`config.mk`:
```
export PLATFORM = sky130hd
export DESIGN_NAME = spell_shared_ram_ctrl
export DESIGN_NICKNAME = d
export VERILOG_FILES = /design/src/rtl/spell_shared_ram_ctrl_pkg.sv /design/src/rtl/spell_shared_ram_ctrl.sv
export SDC_FILE = /design/constraint.sdc
export NUM_CORES = 1
export LEC_CHECK = 0
export BUFFER_PORTS_ARGS = -buffer_cell sky130_fd_sc_hd__buf_2
export CAP_MARGIN = 20
export CORE_MARGIN = 8
export CORE_UTILIZATION = 40
export CTS_BUF_LIST = sky130_fd_sc_hd__clkbuf_4
export CTS_CLUSTER_DIAMETER = 30
export DETAILED_ROUTE_END_ITERATION = 8
export PLACE_DENSITY = 0.74
export SYNTH_ARGS = -nofsm -noshare
export SYNTH_HDL_FRONTEND = slang
export SYNTH_SLANG_ARGS = --single-unit
```
`constraint.sdc`:
```
create_clock -name clock -period 4.96 [get_ports clock]
set_input_delay 0.248 -clock clock [delete_from_list [all_inputs] [get_ports clock]]
set_output_delay 0.248 -clock clock [all_outputs]
set_load 0.02 [all_outputs]
```
`src/rtl/spell_shared_ram_ctrl_pkg.sv`:
```
// Shared types and constants for the spell shared-RAM controller.
// Holds FSM state encodings, port identifiers, ack latencies and the
// registered macro command bundle, plus the 2-way round-robin pick.
package spell_shared_ram_ctrl_pkg;

  typedef enum logic [1:0] {
    ST_IDLE  = 2'd0,
    ST_CMD   = 2'd1,
    ST_RWAIT = 2'd2,
    ST_ACK   = 2'd3
  } state_t;

  localparam logic PORT_A = 1'b0;
  localparam logic PORT_B = 1'b1;

  // Cycles from the first IDLE cycle a request is seen to its ack.
  localparam int WRITE_ACK_LATENCY = 2;
  localparam int READ_ACK_LATENCY  = 3;

  // Registered drive for the OpenRAM control/data pins (address kept
  // separately because its width is a module parameter).
  typedef struct packed {
    logic        csb;
    logic        web;
    logic [3:0]  wmask;
    logic [31:0] din;
  } sram_cmd_t;

  // Single requester wins outright; on a tie the port that did not own
  // the previous grant wins.
  function automatic logic rr_pick(input logic req_a, input logic req_b,
                                   input logic last);
    logic pick;
    if (req_a && req_b) pick = ~last;
    else if (req_b)     pick = PORT_B;
    else                pick = PORT_A;
    return pick;
  endfunction

endpackage

```
`src/rtl/spell_shared_ram_ctrl.sv`:
```
// Purpose : arbitrates the spell rambus master (A) and the host Wishbone (B)
//           onto one OpenRAM 1RW port, one access in flight, round-robin.
// Latency : write ack 2 cycles, read ack 3 cycles after the request is seen
//           in IDLE; the losing port waits with ack low (no other backpressure).
// Ports   : clock/reset; a_* and b_* Wishbone slaves; sram_* macro pins;
//           grant_o shows the port of the current or last transaction.
module spell_shared_ram_ctrl
  import spell_shared_ram_ctrl_pkg::*;
#(
  parameter int ADDR_WIDTH    = 8,
  parameter int HOST_BASE_LSB = 2
) (
  input  logic                  clock,
  input  logic                  reset,
  // port A: spell rambus master
  input  logic                  a_stb_i,
  input  logic                  a_cyc_i,
  input  logic                  a_we_i,
  input  logic [3:0]            a_sel_i,
  input  logic [ADDR_WIDTH-1:0] a_addr_i,
  input  logic [31:0]           a_dat_i,
  output logic                  a_ack_o,
  output logic [31:0]           a_dat_o,
  // port B: management SoC host
  input  logic                  b_stb_i,
  input  logic                  b_cyc_i,
  input  logic                  b_we_i,
  input  logic [3:0]            b_sel_i,
  input  logic [31:0]           b_addr_i,
  input  logic [31:0]           b_dat_i,
  output logic                  b_ack_o,
  output logic [31:0]           b_dat_o,
  // OpenRAM 1RW port
  output logic                  sram_clk0,
  output logic                  sram_csb0,
  output logic                  sram_web0,
  output logic [3:0]            sram_wmask0,
  output logic [ADDR_WIDTH-1:0] sram_addr0,
  output logic [31:0]           sram_din0,
  input  logic [31:0]           sram_dout0,
  output logic                  grant_o
);

  state_t                state_q, state_d;
  logic                  gnt_q, gnt_d;       // current / last granted port
  logic                  we_q, we_d;         // latched direction
  sram_cmd_t             cmd_q, cmd_d;
  logic [ADDR_WIDTH-1:0] addr_q, addr_d;
  logic                  a_ack_q, a_ack_d, b_ack_q, b_ack_d;
  logic [31:0]           a_dat_q, a_dat_d, b_dat_q, b_dat_d;

  logic                  req_a, req_b, pick;
  logic                  pick_we;
  logic [3:0]            pick_sel;
  logic [ADDR_WIDTH-1:0] pick_addr;
  logic [31:0]           pick_dat;
  logic [ADDR_WIDTH-1:0] b_word;
  logic                  granted_cyc;
  logic                  b_addr_unused;

  assign req_a  = a_stb_i & a_cyc_i;
  assign req_b  = b_stb_i & b_cyc_i;
  assign b_word = b_addr_i[HOST_BASE_LSB+ADDR_WIDTH-1:HOST_BASE_LSB];
  // Bits outside the word slice are decoded upstream.
  assign b_addr_unused = ^b_addr_i;

  assign pick      = rr_pick(req_a, req_b, gnt_q);
  assign pick_we   = (pick == PORT_B) ? b_we_i  : a_we_i;
  assign pick_sel  = (pick == PORT_B) ? b_sel_i : a_sel_i;
  assign pick_addr = (pick == PORT_B) ? b_word  : a_addr_i;
  assign pick_dat  = (pick == PORT_B) ? b_dat_i : a_dat_i;

  // A master that dropped cyc mid-transfer has abandoned it: no ack.
  assign granted_cyc = (gnt_q == PORT_B) ? b_cyc_i : a_cyc_i;

  always_comb begin
    state_d   = state_q;
    gnt_d     = gnt_q;
    we_d      = we_q;
    addr_d    = addr_q;
    cmd_d     = '{csb: 1'b1, web: 1'b1, wmask: 4'h0, din: cmd_q.din};
    a_ack_d   = 1'b0;
    b_ack_d   = 1'b0;
    a_dat_d   = a_dat_q;
    b_dat_d   = b_dat_q;

    unique case (state_q)
      ST_IDLE: begin
        if (req_a || req_b) begin
          gnt_d   = pick;
          we_d    = pick_we;
          addr_d  = pick_addr;
          // The command registers are loaded here so the macro sees the
          // access during the CMD cycle. A write with no bytes selected
          // keeps the macro deselected but still completes.
          cmd_d.csb   = pick_we && (pick_sel == 4'h0);
          cmd_d.web   = ~pick_we;
          cmd_d.wmask = pick_we ? pick_sel : 4'h0;
          cmd_d.din   = pick_we ? pick_dat : cmd_q.din;
          state_d = ST_CMD;
        end
      end
      ST_CMD: begin
        if (we_q) begin
          a_ack_d = (gnt_q == PORT_A) && granted_cyc;
          b_ack_d = (gnt_q == PORT_B) && granted_cyc;
          state_d = ST_ACK;
        end else begin
          state_d = ST_RWAIT;
        end
      end
      ST_RWAIT: begin
        // Macro output is valid the cycle after its capture edge.
        if (gnt_q == PORT_B) b_dat_d = sram_dout0;
        else                 a_dat_d = sram_dout0;
        a_ack_d = (gnt_q == PORT_A) && granted_cyc;
        b_ack_d = (gnt_q == PORT_B) && granted_cyc;
        state_d = ST_ACK;
      end
      ST_ACK: begin
        state_d = ST_IDLE;
      end
      default: state_d = ST_IDLE;
    endcase
  end

  always_ff @(posedge clock) begin
    if (reset) begin
      state_q <= ST_IDLE;
      gnt_q   <= PORT_B;  // so A wins the first tie
      we_q    <= 1'b0;
      addr_q  <= '0;
      cmd_q   <= '{csb: 1'b1, web: 1'b1, wmask: 4'h0, din: 32'h0};
      a_ack_q <= 1'b0;
      b_ack_q <= 1'b0;
      a_dat_q <= 32'h0;
      b_dat_q <= 32'h0;
    end else begin
      state_q <= state_d;
      gnt_q   <= gnt_d;
      we_q    <= we_d;
      addr_q  <= addr_d;
      cmd_q   <= cmd_d;
      a_ack_q <= a_ack_d;
      b_ack_q <= b_ack_d;
      a_dat_q <= a_dat_d;
      b_dat_q <= b_dat_d;
    end
  end

  assign a_ack_o     = a_ack_q;
  assign b_ack_o     = b_ack_q;
  assign a_dat_o     = a_dat_q;
  assign b_dat_o     = b_dat_q;
  assign sram_clk0   = clock;
  assign sram_csb0   = cmd_q.csb;
  assign sram_web0   = cmd_q.web;
  assign sram_wmask0 = cmd_q.wmask;
  assign sram_addr0  = addr_q;
  assign sram_din0   = cmd_q.din;
  assign grant_o     = gnt_q;

endmodule

```
---- After elaboration in Yosys (flattened, before gate mapping) ----
Cells that the tools add are included.
operators by class
  equal/unequal tests ..................... 4
  multiplexer cells ....................... 14
  bitwise operators ....................... 6
  reductions and logical operators ........ 13
operator list
  operator            number
  $mux 32             1
  $mux 8              1
  $pmux 2 s4          1
  $mux 1              7
  $reduce_and 2->1    3
  $eq 2x2->1 const B  2
  $logic_and 1x1->1   4
  $logic_not 4->1     1
  $mux 4              1
  $not 1->1           4
  $pmux 1 s2          2
  $reduce_or 4->1     1
  $reduce_and 3->1    1
  $reduce_or 3->1     1
  $and 1x1->1         2
  $eq 2x1->1 const B  1
  $logic_not 2->1     1
  $mux 2              1
  $ne 2x2->1 const B  1
  $logic_or 1x1->1    1
word-level totals
  register bits after elaboration ......... 116
  logic and storage cells ................. 49

---- Longest topological paths before layout ----
  depth in word-level cells ............... 6
  mapped depth ............................ 8

==> metrics.md <==
| Metric | Value |
|---|---|
| R2R depth | `8` |
| Setup violators final | `0` |
| Crit-path cells | `inv_1 > ha_1 > buf_4 > a21boi_1 > buf_4 > nor2_1 > a311oi_1 > dlygate4sd3_1` |
| Final Non-Filler Cells | `1,076` |
| Worst slew pin tran | `842 ps` |
| Setup TNS | `0 ps` |
| Slowest-stage cell, CP | `ha_1` |
| Dpl cells | `919` |
| Register area share after synthesis | `48.3%` |
| First-pass GRT wire length | `29.6 mm` |
| Tot GR Track Use | `23.3%` |
| Placement-stage worst setup slack | `2100 ps` |
| Most used routing layer | `met2` |
| Critical setup path kind | `register to register` |
| Max-cap viol count | `0` |
| Critical path fanouts, max | `23` |
| WHS | `72.2 ps` |
| Syn Inst Count | `575` |
| WP buf/inv | `4` |
| Initial antenna violation count | `0` |
| FP Rows | `40` |
| Wire length per cell | `17.3 um` |
| CTS resizes | `0` |
| Pwr/cell area | `384 nW/um2` |
| GR Util met2 | `39.5%` |
| Vias in the first global route | `5,797` |
| Post-DP HPWL | `10.8 mm` |
| Remaining DRCs | `0` |
| Worst setup margin | `1750 ps` |
| Most used cell along the critical path | `buf_4` |
| Status | `completed` |
| Layout area overhead | `55.8%` |
| Post-synth EDFFs | `0` |
| NetSw | `1.12 mW` |
| Seq cells post-synth | `116` |
| Post-layout min period | `3210 ps` |
| I/O pin count | `266` |
| Flop pwr share | `39.9%` |
| CTS tree | `done` |
| Clock power frac | `20.5%` |
| Drt first pass iters | `5` |
| Die H | `126 um` |
| Largest net degree at the start of global routing | `69` |
| Nature of the critical path startpoint | `register` |
| Initial core utilization | `40.5%` |
| Cell variety after synth | `33` |
| Top cells by area, synth | `dfxtp_1, nand2_1, a21oi_1` |
| Final nets | `1,074` |
| Total Die Area | `15,800 um2` |
| Sw frac | `38.9%` |
| Internal Pwr Total | `1.76 mW` |
| Input/output buffers | `241` |
| GR Util met3 | `10.5%` |
| WHS Path Cells | `3` |
| Total gr overflow | `0` |
| Syn Nets | `731` |
| Syn Std Cell Area | `4800 um2` |
| Post-route ant nets | `0` |
| CP endpoint kind | `register` |
| Worst-skew pair later-pin latency | `630 ps` |
| Top cell type's share of synthesized area | `48.3%` |
| Routing usage on met1 | `24.0%` |
| Cell family with most CP delay | `buffers and inverters` |
| RSZ-0062 raised after global routing | `no` |
| Initial drt markers | `335` |
| Warnings, synthesis | `0` |
| Most common cell after layout, fill and taps aside | `buf_2` |
| DRT Wirelength | `18.6 mm` |
| Endpoints failing hold | `0` |
| CP required | `5530 ps` |
| Worst-path clk slew | `100 ps` |
| Final worst path period share | `64.8%` |
| CP Data Arrival Time | `3780 ps` |
| Leading cell types in the layout, fill and taps excluded | `buf_2, nand2_1, dlygate4sd3_1` |
| Slew margin rel. | `43.9%` |
| Worst Clk Skew | `16.3 ps` |
| Fin. max-slew vios | `0` |
| Core Area | `11,900 um2` |
| Share of total power in combinational logic | `39.6%` |
| Vias per inst | `5.22` |
| Worst VDD drop | `227 uV` |
| Leakage power total | `3.41 nW` |
| Layout cell share with drive strength beyond 1 | `33.7%` |
| Instance count on the critical path | `8` |
| Avg Cell Area, Syn | `8.36 um2` |
| Post-synthesis cell type with the largest combined area | `dfxtp_1` |
| Gp weighted congestion | `0.766` |
| Hold crit path type | `input port to register` |
| Max incr delay on CP | `650 ps` |
| Ant diodes | `0` |
| Fillers | `996` |
| Die X | `126 um` |
| DR vias | `5,622` |
| Power Total | `2.88 mW` |
| Setup bufs post-CTS | `0` |
| Ys flop type | `dfxtp_1` |
| Achievable Freq | `0.311 GHz` |
| Asr flop ratio synth | `0%` |
synth_stat cells (2+ instances only):
library cell  number
and3_1             2
dfxtp_1          116
nand2b_1           2
a211oi_1           2
ha_1               4
nand2_1          174
inv_1              3
nor2_1            10
a311oi_1          11
mux2i_1            5
nor4_1             2
clkbuf_1          41
buf_4              2
buf_2              5
nand3_1           41
buf_6              5
and2_1             2
buf_1              2
nor3_1             4
a21oi_1          101
a311oi_2          29
layer usage:
metal | up-vias | routed length, um
met2 | 310 | 9040
met4 | 0 | 524
li1 | 2677 | -
met3 | 46 | 2070
met5 | - | 0
met1 | 2589 | 6960
stage by stage:
stage | instance area (um2) | util, %
finish | 7490 | 63.1
global route | 7490 | 63.1
CTS | 7490 | 63.1
detailed placement | 6020 | 50.8
global placement | 6020 | 50.8
floorplan | 4800 | -
kinds of logic (layout without fill, tap and decap cells):
| logic type | after synthesis | in the layout | synth area share, % |
|---|---|---|---|
| multiplexers | 5 | 5 | 1.04 |
| AO/OA/AOI/OAI | 147 | 147 | 22.6 |
| flip-flops | 116 | 116 | 48.3 |
| adder cells (fa/ha/maj) | 4 | 4 | 1.04 |
| buffers and inverters | 58 | 412 | 5.60 |
| AND/OR/NAND/NOR | 245 | 245 | 21.4 |
cell type report:
class                           count  area [um2]  area share (%)
Timing Repair Buffer              375        2530            33.8
Sequential cell                   116        2320            31.0
Multi-Input combinational cell    401        2220            29.6
Clock buffer                       25         185            2.47
Tap cell                          147         184            2.46
Clock inverter                      9        41.3           0.551
Inverter                            3        11.3           0.150
flip-flops by register name (all words and copies together) (netlist names):
signal       count
grant_o          1
a_dat_o         32
sram_web0        1
sram_csb0        1
sram_wmask0      4
b_ack_o          1
state_q          2
b_dat_o         32
sram_din0       32
we_q             1
a_ack_o          1
sram_addr0       8
tightest hold or removal path, delay by kind of cell:
| kind | cells | cell delay, ps |
|---|---|---|
| AND/OR/NAND/NOR | 1 | 190 |
| AO/OA/AOI/OAI | 1 | 70 |
| buffers and inverters | 1 | 130 |
timing repair:
item / in CTS / in global routing
hold buffers: 124 / 0
hold endpoints to repair: 111 / 0
endpoints found under the setup margin: 0 / 0
final timing paths:
check	startpoint	endpoint	slack, ps
worst max-delay path	state_q[0]	sram_addr0[0]	1750
worst max register to register	state_q[0]	sram_addr0[0]	1750
worst min register to register	b_dat_o[28]	b_dat_o[28]	460
worst min-delay path	a_stb_i	grant_o	70
power groups by stage:
stage                     logic [mW]  clock network (mW)  registers [mW]
final                           1.14               0.590            1.15
after global routing            1.23               0.650            1.16
after CTS                       1.11               0.604            1.14
after detailed placement       0.967              0.0188            1.16
after global placement         0.956              0.0188            1.16
after floorplan                0.496              0.0236            1.32
No activity file was read; power rests on OpenSTA's default activity.
